===== src/rtl/mcdt_slave_fifo_param.sv =====
// Per-channel slave FIFO for the MCDT datapath: buffers channel words and
// hands them to the arbiter as fixed-length bursts.
module mcdt_slave_fifo_param #(
  parameter int unsigned DW     = 32,
  parameter int unsigned AW     = 5,
  parameter int unsigned AF_LVL = 4,
  parameter int unsigned LW     = 5
) (
  input  logic          clk_i,
  input  logic          rstn_i,
  input  logic [DW-1:0] chx_data_i,
  input  logic          chx_valid_i,
  output logic          chx_ready_o,
  input  logic          slvx_en_i,
  input  logic [LW-1:0] slvx_pkt_len_i,
  input  logic          slvx_flush_i,
  input  logic          a2sx_ack_i,
  output logic          slvx_req_o,
  output logic          slvx_val_o,
  output logic [DW-1:0] slvx_data_o,
  output logic [AW:0]   slvx_margin_o,
  output logic          slvx_afull_o,
  output logic          slvx_err_o
);

  localparam int unsigned DEPTH = 1 << AW;
  localparam int unsigned PW    = AW + 1;
  localparam int unsigned CW    = (LW > PW) ? LW : PW;

  typedef enum logic [1:0] {IDLE, REQ, BURST} state_e;

  logic [DW-1:0] mem [DEPTH];
  logic [PW-1:0] wr_ptr;
  logic [PW-1:0] rd_ptr;
  logic [PW-1:0] count;
  logic [PW-1:0] burst_cnt;
  logic          full;
  logic          empty;
  logic          wr_acc;
  logic          rd_acc;
  logic [CW-1:0] len_ext;
  logic [CW-1:0] eff_len;
  state_e        state;

  // Extra pointer MSB distinguishes full from empty across wraps
  assign count         = wr_ptr - rd_ptr;
  assign full          = (wr_ptr[AW] != rd_ptr[AW]) && (wr_ptr[AW-1:0] == rd_ptr[AW-1:0]);
  assign empty         = (wr_ptr == rd_ptr);
  assign chx_ready_o   = ~full & ~slvx_flush_i;
  assign wr_acc        = chx_valid_i & chx_ready_o;
  assign rd_acc        = a2sx_ack_i & ~empty & ~slvx_flush_i;
  assign slvx_margin_o = PW'(DEPTH) - count;
  assign slvx_afull_o  = (slvx_margin_o <= PW'(AF_LVL));

  // Burst length: zero means one word, clipped to the FIFO depth
  always_comb begin
    len_ext = CW'(slvx_pkt_len_i);
    eff_len = len_ext;
    if (len_ext == '0) begin
      eff_len = CW'(1);
    end else if (len_ext > CW'(DEPTH)) begin
      eff_len = CW'(DEPTH);
    end
  end

  always_ff @(posedge clk_i) begin
    if (wr_acc) begin
      mem[wr_ptr[AW-1:0]] <= chx_data_i;
    end
  end

  always_ff @(posedge clk_i or negedge rstn_i) begin
    if (!rstn_i) begin
      wr_ptr      <= '0;
      rd_ptr      <= '0;
      burst_cnt   <= '0;
      state       <= IDLE;
      slvx_req_o  <= 1'b0;
      slvx_val_o  <= 1'b0;
      slvx_data_o <= '0;
      slvx_err_o  <= 1'b0;
    end else if (slvx_flush_i) begin
      wr_ptr     <= '0;
      rd_ptr     <= '0;
      burst_cnt  <= '0;
      state      <= IDLE;
      slvx_req_o <= 1'b0;
      slvx_val_o <= 1'b0;
    end else begin
      if (wr_acc) begin
        wr_ptr <= wr_ptr + PW'(1);
      end
      slvx_val_o <= rd_acc;
      if (rd_acc) begin
        rd_ptr      <= rd_ptr + PW'(1);
        slvx_data_o <= mem[rd_ptr[AW-1:0]];
      end
      if (a2sx_ack_i && empty) begin
        slvx_err_o <= 1'b1;
      end
      // Enable gates only new requests; a started burst always completes
      case (state)
        IDLE: begin
          if (slvx_en_i && (CW'(count) >= eff_len)) begin
            state      <= REQ;
            slvx_req_o <= 1'b1;
            burst_cnt  <= PW'(eff_len);
          end
        end
        REQ: begin
          if (rd_acc) begin
            burst_cnt <= burst_cnt - PW'(1);
            if (burst_cnt == PW'(1)) begin
              state      <= IDLE;
              slvx_req_o <= 1'b0;
            end else begin
              state <= BURST;
            end
          end else if (!slvx_en_i) begin
            state      <= IDLE;
            slvx_req_o <= 1'b0;
          end
        end
        BURST: begin
          if (rd_acc) begin
            burst_cnt <= burst_cnt - PW'(1);
            if (burst_cnt == PW'(1)) begin
              state      <= IDLE;
              slvx_req_o <= 1'b0;
            end
          end
        end
        default: begin
          state      <= IDLE;
          slvx_req_o <= 1'b0;
        end
      endcase
    end
  end

endmodule


===== config.mk =====
export PLATFORM = sky130hd
export DESIGN_NAME = mcdt_slave_fifo_param
export DESIGN_NICKNAME = d
export VERILOG_FILES = /design/src/rtl/mcdt_slave_fifo_param.sv
export SDC_FILE = /design/constraint.sdc
export NUM_CORES = 1
export LEC_CHECK = 0
export CAP_MARGIN = 10
export CORE_AREA = 2 2 299 301
export DETAILED_ROUTE_END_ITERATION = 8
export DIE_AREA = 0 0 301 303
export MAX_ROUTING_LAYER = met4
export PLACE_DENSITY = 0.75
export SYNTH_ARGS = -nofsm -noshare
export SYNTH_HDL_FRONTEND = slang
export SYNTH_SLANG_ARGS = --single-unit

===== constraint.sdc =====
create_clock -name clk_i -period 4.9 [get_ports clk_i]
set_input_delay 1.47 -clock clk_i [delete_from_list [all_inputs] [get_ports clk_i]]
set_output_delay 1.47 -clock clk_i [all_outputs]
set_load 0.02 [all_outputs]

==> flow_metrics.py, run 1 <==
metrics = {
    "run_status": {
        "status": "complete, no violations",
    },
    "die": {
        "die_area_um2": 91200,
        "die-height_um": 303,
        "start_util_pct": 47.7,
        "core_area_um2": 88000,
        "ios": 86,
        "rows": 109,
        "die_width_um": 301,
    },
    "sta": {
        "tightestPinTransition_ps": 1180,
        "report.final.setup_viol": 0,
        "fin_crit_sh_pct": 96.9,
        "fin_crit_ps": 4750,
        "final_max_slew_viol_count": 0,
        "worst_slack_ps": 151,
        "skew_ps": 25.1,
        "slew_headroom_pct": 21.4,
        "fin_setup_tns_ps": 0,
        "fmax_mhz": 211,
        "finalHoldViolations": 0,
        "grt_setup_unrepaired": "no",
    },
    "power": {
        "peakVddDrop_uv": 417,
        "p_per_area_nw_per_um2": 450,
        "p_total_mw": 21.7,
        "p_leak_nw": 15.1,
    },
    "final_layout": {
        "area_growth_pct": 15.0,
        "drive_above_1_share_pct": 25.6,
        "final_nets": 2196,
        "fin_area_um2": 48300,
        "fin_util_pct": 54.9,
        "fill_cells": 6332,
    },
    "logic_synthesis": {
        "syn_inst": 1981,
        "synth_area_um2": 42000,
        "synthesis.nets": 2048,
        "synth_warnings": 0,
        "ys_seq_area_share_pct": 76.6,
        "synth-edff-count": 1024,
        "ys_types": 60,
        "synth-seq-cells": 1079,
        "synthFlopType": "edfxtp_1",
        "async_flop_share_pct": 5.10,
        "syn-mean-instance-area_um2": 21.2,
    },
    "flow_run": {
        "maxCapViolCount": 0,
    },
    "placed_design": {
        "dp_hpwl_um": 53400,
        "port_buffers": 85,
        "dpl_worst_slack_ps": 415,
        "finalWeightedCongestion": 0.851,
        "dpl_cell_area_um2": 44800,
    },
    "drt": {
        "drc_errors": 0,
        "via_per_inst": 6.13,
        "dr.pass1.iters": 6,
        "finalWirelength_um": 98800,
        "routed-via-count": 20700,
        "avgRoutedWirePerCell_um": 29.2,
        "drt-initial-drc-count": 2652,
        "antenna_left": 0,
    },
    "clock_network": {
        "cts.repair.resized": 5,
        "cts_root_buf": "clkbuf_16",
        "cts_hold_buf": 0,
        "clk_pin_slew_ps": 60,
        "insertion_delay_ps": 690,
        "cts_buffer_depth": 3,
        "htreeDepth": 3,
        "numCtsBuffers": 103,
        "cts_setup_buffers": 0,
        "cts_tree": "built",
        "cts_sinks": 1079,
    },
    "critical_path": {
        "cp.required_ps": 3430,
        "crit_path_end_kind": "primary output",
        "r2r_start": "rd_ptr[1]",
        "crit_path_start": "wr_ptr[0]",
        "cp_max_fo": 5,
        "critPathKind": "reg -> out",
        "cp.arrival_ps": 3280,
        "start_kind": "flop",
    },
    "global_routing": {
        "grtUsageMet3_pct": 4.95,
        "busiest_layer": "met2",
        "grt.met1_usage_pct": 29.1,
        "grt_max_degree": 160,
        "grt_overflow": 0,
        "grtUsageTotal_pct": 22.7,
        "met2_usage_pct": 36.7,
        "grt_first_pass_wirelength_um": 145000,
        "grt_pass1_vias": 21500,
        "antenna_found_initial": 3,
    },
    "hold_path": {
        "hold_class": "reg -> reg",
        "hold_start": "slvx_data_o[5]",
    },
}
## kinds of logic (layout without fill, tap and decap cells)
| group | count (synthesis) | count (layout) | share of synthesized area (%) |
|---|---|---|---|
| DFF | 1079 | 1079 | 76.6 |
| xor gates and xnor gates | 14 | 14 | 0.310 |
| and+or+nand+nor | 305 | 305 | 3.30 |
| muxes | 290 | 290 | 15.5 |
| adders and majority gates | 24 | 24 | 0.734 |
| other | 0 | 3 | 0 |
| AOI/OAI and AO/OA | 139 | 139 | 2.15 |
| buffers and inverters | 130 | 366 | 1.42 |
## cell type report
type                    instances  area [µm²]  area share [%]
multi-input cells             772        9500            19.7
flip-flops and latches       1079       32100            66.6
clock buffers                 128        2700            5.60
well taps                    1165        1460            3.02
clock inverters                65         762            1.58
inverters                      21        81.3           0.169
diodes                          3        7.51          0.0156
repair buffers                152        1600            3.31
## path summary, 6_finish.rpt
check                              endpoint  slack [ps]  depth (start not counted)
max in group asynchronous         rd_ptr[3]        3200                          1
min                          slvx_data_o[5]         480                          2
min in group asynchronous   slvx_data_o[29]         960                          1
max reg2reg                 slvx_data_o[16]         960                          6
max                        slvx_margin_o[3]         150                          8
min reg2reg                  slvx_data_o[5]         480                          2
## layer usage
metal	part of all wire (%)	vias up	wire length, µm
li1	-	8483	-
met5	0	-	0
met3	9.8	206	9720
met2	50	1148	49600
met4	3.0	0	2960
met1	37	10900	36500
## cell usage after synthesis (10+ instances only)
library cell  count  area [µm²]
inv_1            20        75.1
xnor2_1          10        87.6
ha_1             23         288
edfxtp_1       1024       30700
mux4_2          288        6490
nor2_1           51         191
buf_2            24         120
clkbuf_1         57         214
buf_4            12        90.1
dfrtp_1          55        1380
buf_1            12        45.0
a311oi_1         32         280
a21oi_1          38         190
and3_1           33         206
o21ai_0          42         210
nand2_1         176         661
## registers in the layout, summed over array words and instances, names as in the netlist
name / flops
mem: 1024
slvx_data_o: 32
burst_cnt: 6
rd_ptr: 6
wr_ptr: 6
state: 2
slvx_err_o: 1
slvx_req_o: 1
slvx_val_o: 1
## power breakdown
group | internal [mW] | switching (mW) | total, mW | leakage (nW)
combinational | 1.56 | 1.64 | 3.19 | 3.51
clock | 4.72 | 3.39 | 8.11 | 1.68
sequential | 10.3 | 0.123 | 10.4 | 9.91
total | 16.6 | 5.15 | 21.7 | 15.1
## stage by stage
step / hold slack [ps] / cells
after floorplan: 462 / 1981
after global placement: 460 / 3189
after detailed placement: 472 / 3189
after CTS: 485 / 3382
after global routing: 507 / 3385
final: 481 / 3385
## worst max-delay path, stage by stage (launching register included)
cell and delay, ps:
dfrtp_1 430, inv_1 140, ha_1 190, inv_1 60, fa_1 390, xor2_1 190
nor3_1 290, xnor2_1 240, clkdlybuf4s50_1 670
## layout by cell type, fill, tap and decap left out, types with 17 or more instances in the layout
cell and instances:
nor2_1 19, and3_1 33, nand2_1 176, clkbuf_1 23, clkinv_2 18, clkinv_1 17
clkbuf_16 104, buf_4 49, ha_1 23, dfrtp_1 51, clkdlybuf4s50_1 81, o21ai_0 42
buf_12 20, a311oi_1 32, nor2_4 32, edfxtp_1 1024, mux4_2 288, a21oi_1 38
inv_1 18
Note: power is estimated with default switching activity, not from simulation.
==> inputs of run 2 (changes only) <==
Settings changed: GPL_ROUTABILITY_DRIVEN from default to 0, SKIP_CTS_REPAIR_TIMING from default to 1.
==> flow_metrics.py, run 2 (same netlist as run 1, synthesis figures left out) <==
metrics = {
    "hold_path": {
        "hold_class": "reg -> reg",
        "hold_path_depth": 2,
    },
    "critical_path": {
        "critPathKind": "reg -> out",
        "cp_max_fo": 5,
        "crit_path_end_kind": "primary output",
        "cp.required_ps": 3430,
        "cp.arrival_ps": 3360,
        "rr_worst_depth": 8,
        "start_kind": "flop",
    },
    "clock_network": {
        "cts_sinks": 1079,
        "clk_pin_slew_ps": 60,
        "cts_buffer_depth": 3,
        "cts_root_buf": "clkbuf_16",
        "cts_tree": "built",
        "htreeDepth": 3,
        "insertion_delay_ps": 690,
        "numCtsBuffers": 103,
    },
    "drt": {
        "finalWirelength_um": 98800,
        "dr.pass1.iters": 7,
        "avgRoutedWirePerCell_um": 29.2,
        "drt-initial-drc-count": 2614,
        "antenna_left": 0,
        "routed-via-count": 20700,
        "drc_errors": 0,
        "via_per_inst": 6.13,
    },
    "sta": {
        "fin_crit_ps": 4830,
        "report.final.setup_viol": 0,
        "skew_ps": 23.8,
        "fmax_mhz": 207,
        "tightestPinTransition_ps": 1180,
        "worst_slack_ps": 72.2,
        "final_max_slew_viol_count": 0,
        "finalHoldViolations": 0,
        "grt_setup_unrepaired": "yes",
        "fin_crit_sh_pct": 98.5,
        "slew_headroom_pct": 21.3,
        "hold_ws_ps": 481,
    },
    "die": {
        "core_area_um2": 88000,
        "ios": 86,
        "start_util_pct": 47.7,
        "die-height_um": 303,
        "rows": 109,
        "die_area_um2": 91200,
        "die_width_um": 301,
    },
    "global_routing": {
        "grt_overflow": 0,
        "grt_first_pass_wirelength_um": 145000,
        "grtUsageTotal_pct": 22.7,
        "grt_max_degree": 160,
        "grt_pass1_vias": 21500,
        "antenna_found_initial": 3,
    },
    "power": {
        "p_int_mw": 16.6,
        "pwr-share-seq_pct": 47.9,
        "combPwrFrac_pct": 14.8,
        "p_leak_nw": 15.1,
        "clockPowerShare_pct": 37.3,
        "peakVddDrop_uv": 418,
        "p_total_mw": 21.7,
        "p_per_area_nw_per_um2": 450,
        "p_sw_mw": 5.16,
        "swShare_pct": 23.7,
    },
    "final_layout": {
        "largest_register_ffs": 1024,
        "layout_commonest_cell": "edfxtp_1",
        "drive_above_1_share_pct": 25.7,
        "area_growth_pct": 15.0,
        "final_cell_mix": "edfxtp_1 (1,024), mux4_2 (288), nand2_1 (176)",
        "fill_cells": 6329,
        "fin_area_um2": 48300,
        "final_nets": 2196,
        "fin_cells": 3385,
    },
    "placed_design": {
        "dp_hpwl_um": 53400,
        "dpl_worst_slack_ps": 415,
        "port_buffers": 85,
        "dpl_cell_area_um2": 44800,
        "place_inst": 3189,
    },
    "run_status": {
        "status": "complete, no violations",
    },
    "flow_run": {
        "maxCapViolCount": 0,
    },
}
-- run 2: per-layer routing --
metal	up-vias	global-route usage [%]	wire length (µm)
li1	8478	-	-
met1	10900	29.1	36600
met2	1118	36.7	49800
met3	191	4.95	9720
met4	0	7.05	2760
met5	-	-	0
-- run 2: path summary, 6_finish.rpt --
| check | from | end | slack (ps) |
|---|---|---|---|
| max | wr_ptr[0] | slvx_margin_o[4] | 70 |
| min | slvx_data_o[5] | slvx_data_o[5] | 480 |
| max reg2reg | rd_ptr[1] | slvx_data_o[20] | 980 |
| min reg2reg | slvx_data_o[5] | slvx_data_o[5] | 480 |
| max in group asynchronous | rstn_i | rd_ptr[3] | 3210 |
| min in group asynchronous | rstn_i | slvx_data_o[29] | 960 |
-- run 2: cell type report --
class / instances / area (µm²) / share of cell area [%]
flip-flops and latches: 1079 / 32100 / 66.6
multi-input cells: 772 / 9510 / 19.7
clock buffers: 128 / 2700 / 5.60
repair buffers: 152 / 1600 / 3.32
well taps: 1165 / 1460 / 3.02
clock inverters: 65 / 762 / 1.58
inverters: 21 / 81.3 / 0.169
diodes: 3 / 7.51 / 0.0156
-- run 2: worst max-delay path, stage by stage (launching register included) --
cell,delay (ps)
dfrtp_1,430
inv_2,110
ha_1,170
inv_1,60
fa_1,520
inv_1,50
ha_1,210
nor3b_1,160
xnor2_1,310
clkdlybuf4s50_1,670
-- run 2: power by group through the flow --
stage	sequential, mW	combinational, mW	clock (mW)
floorplan	10.7	2.08	0
global placement	10.6	3.15	0
detailed placement	10.6	3.21	0
CTS	10.4	3.25	8.22
global route	10.4	3.46	8.53
finish	10.4	3.21	8.11
-- run 2: per-stage QoR --
stage	setup TNS, ps	utilization, %
finish	0	54.9
global route	-46.5	54.9
CTS	-520	54.8
detailed placement	0	50.9
global placement	0	50.9
floorplan	0	-
==> RTL change, RTL diff (config.mk and constraints of run 1) <==
Set the parameter `AW` to 6 (it was 5).
--- a/src/rtl/mcdt_slave_fifo_param.sv
+++ b/src/rtl/mcdt_slave_fifo_param.sv
@@ -2,7 +2,7 @@
 // hands them to the arbiter as fixed-length bursts.
 module mcdt_slave_fifo_param #(
   parameter int unsigned DW     = 32,
-  parameter int unsigned AW     = 5,
+  parameter int unsigned AW     = 6,
   parameter int unsigned AF_LVL = 4,
   parameter int unsigned LW     = 5
 ) (
Interface: changed (resized slvx_margin_o); port bits go from 86 to 87. No check against the original RTL was run, so the function may have changed too.
==> RTL change against run 1 <==
The run now fails in 3_5_place_dp; synthesized area rose by 93%.
==> RTL change: results (changes against run 1) <==
async_flop_share_pct: 2.75  # -2.3 points
yosysUniqueCellTypes: 54  # -10%
ys_seq_area_share_pct: 77.8  # +1.2 points
synthTopCellsByCount: "edfxtp_1, mux4_2, nor2_1, clkbuf_1, dfrtp_1"
outcome: "did not finish"
routabilityCongestion: 0.951  # +12%
syn-num-nets: 3476  # +70%
synth_edf_count: 2048  # +100%
stop_error: "Error: detail_place.tcl, 38 bad optional access"
synth-seq-cells: 2106  # +95%
io_buffers: 86  # +1.2%
ys_warn_count: 0  # unchanged
stop_stage: "3_5_place_dp"
netlist_top_cells_area: "edfxtp_1, mux4_2, dfrtp_1, nor2_1, clkbuf_1"
## RTL change: cell families after synthesis
family,Yosys count,synth area share [%]
muxes,641,17.8
DFF,2106,77.8
adders and majority gates,21,0.334
AOI/OAI and AO/OA,187,1.44
and+or+nand+nor,239,1.29
buffers and inverters,202,1.14
xor gates and xnor gates,16,0.173
## RTL change: through the flow
| stage | worst slack, ns | instances | instance area, um^2 | hold WS [ns] |
|---|---|---|---|---|
| floorplan | 0.0230 | 3412 | 80900 | 0.467 |
| global placement | 0.186 | 4617 | 84300 | 0.453 |
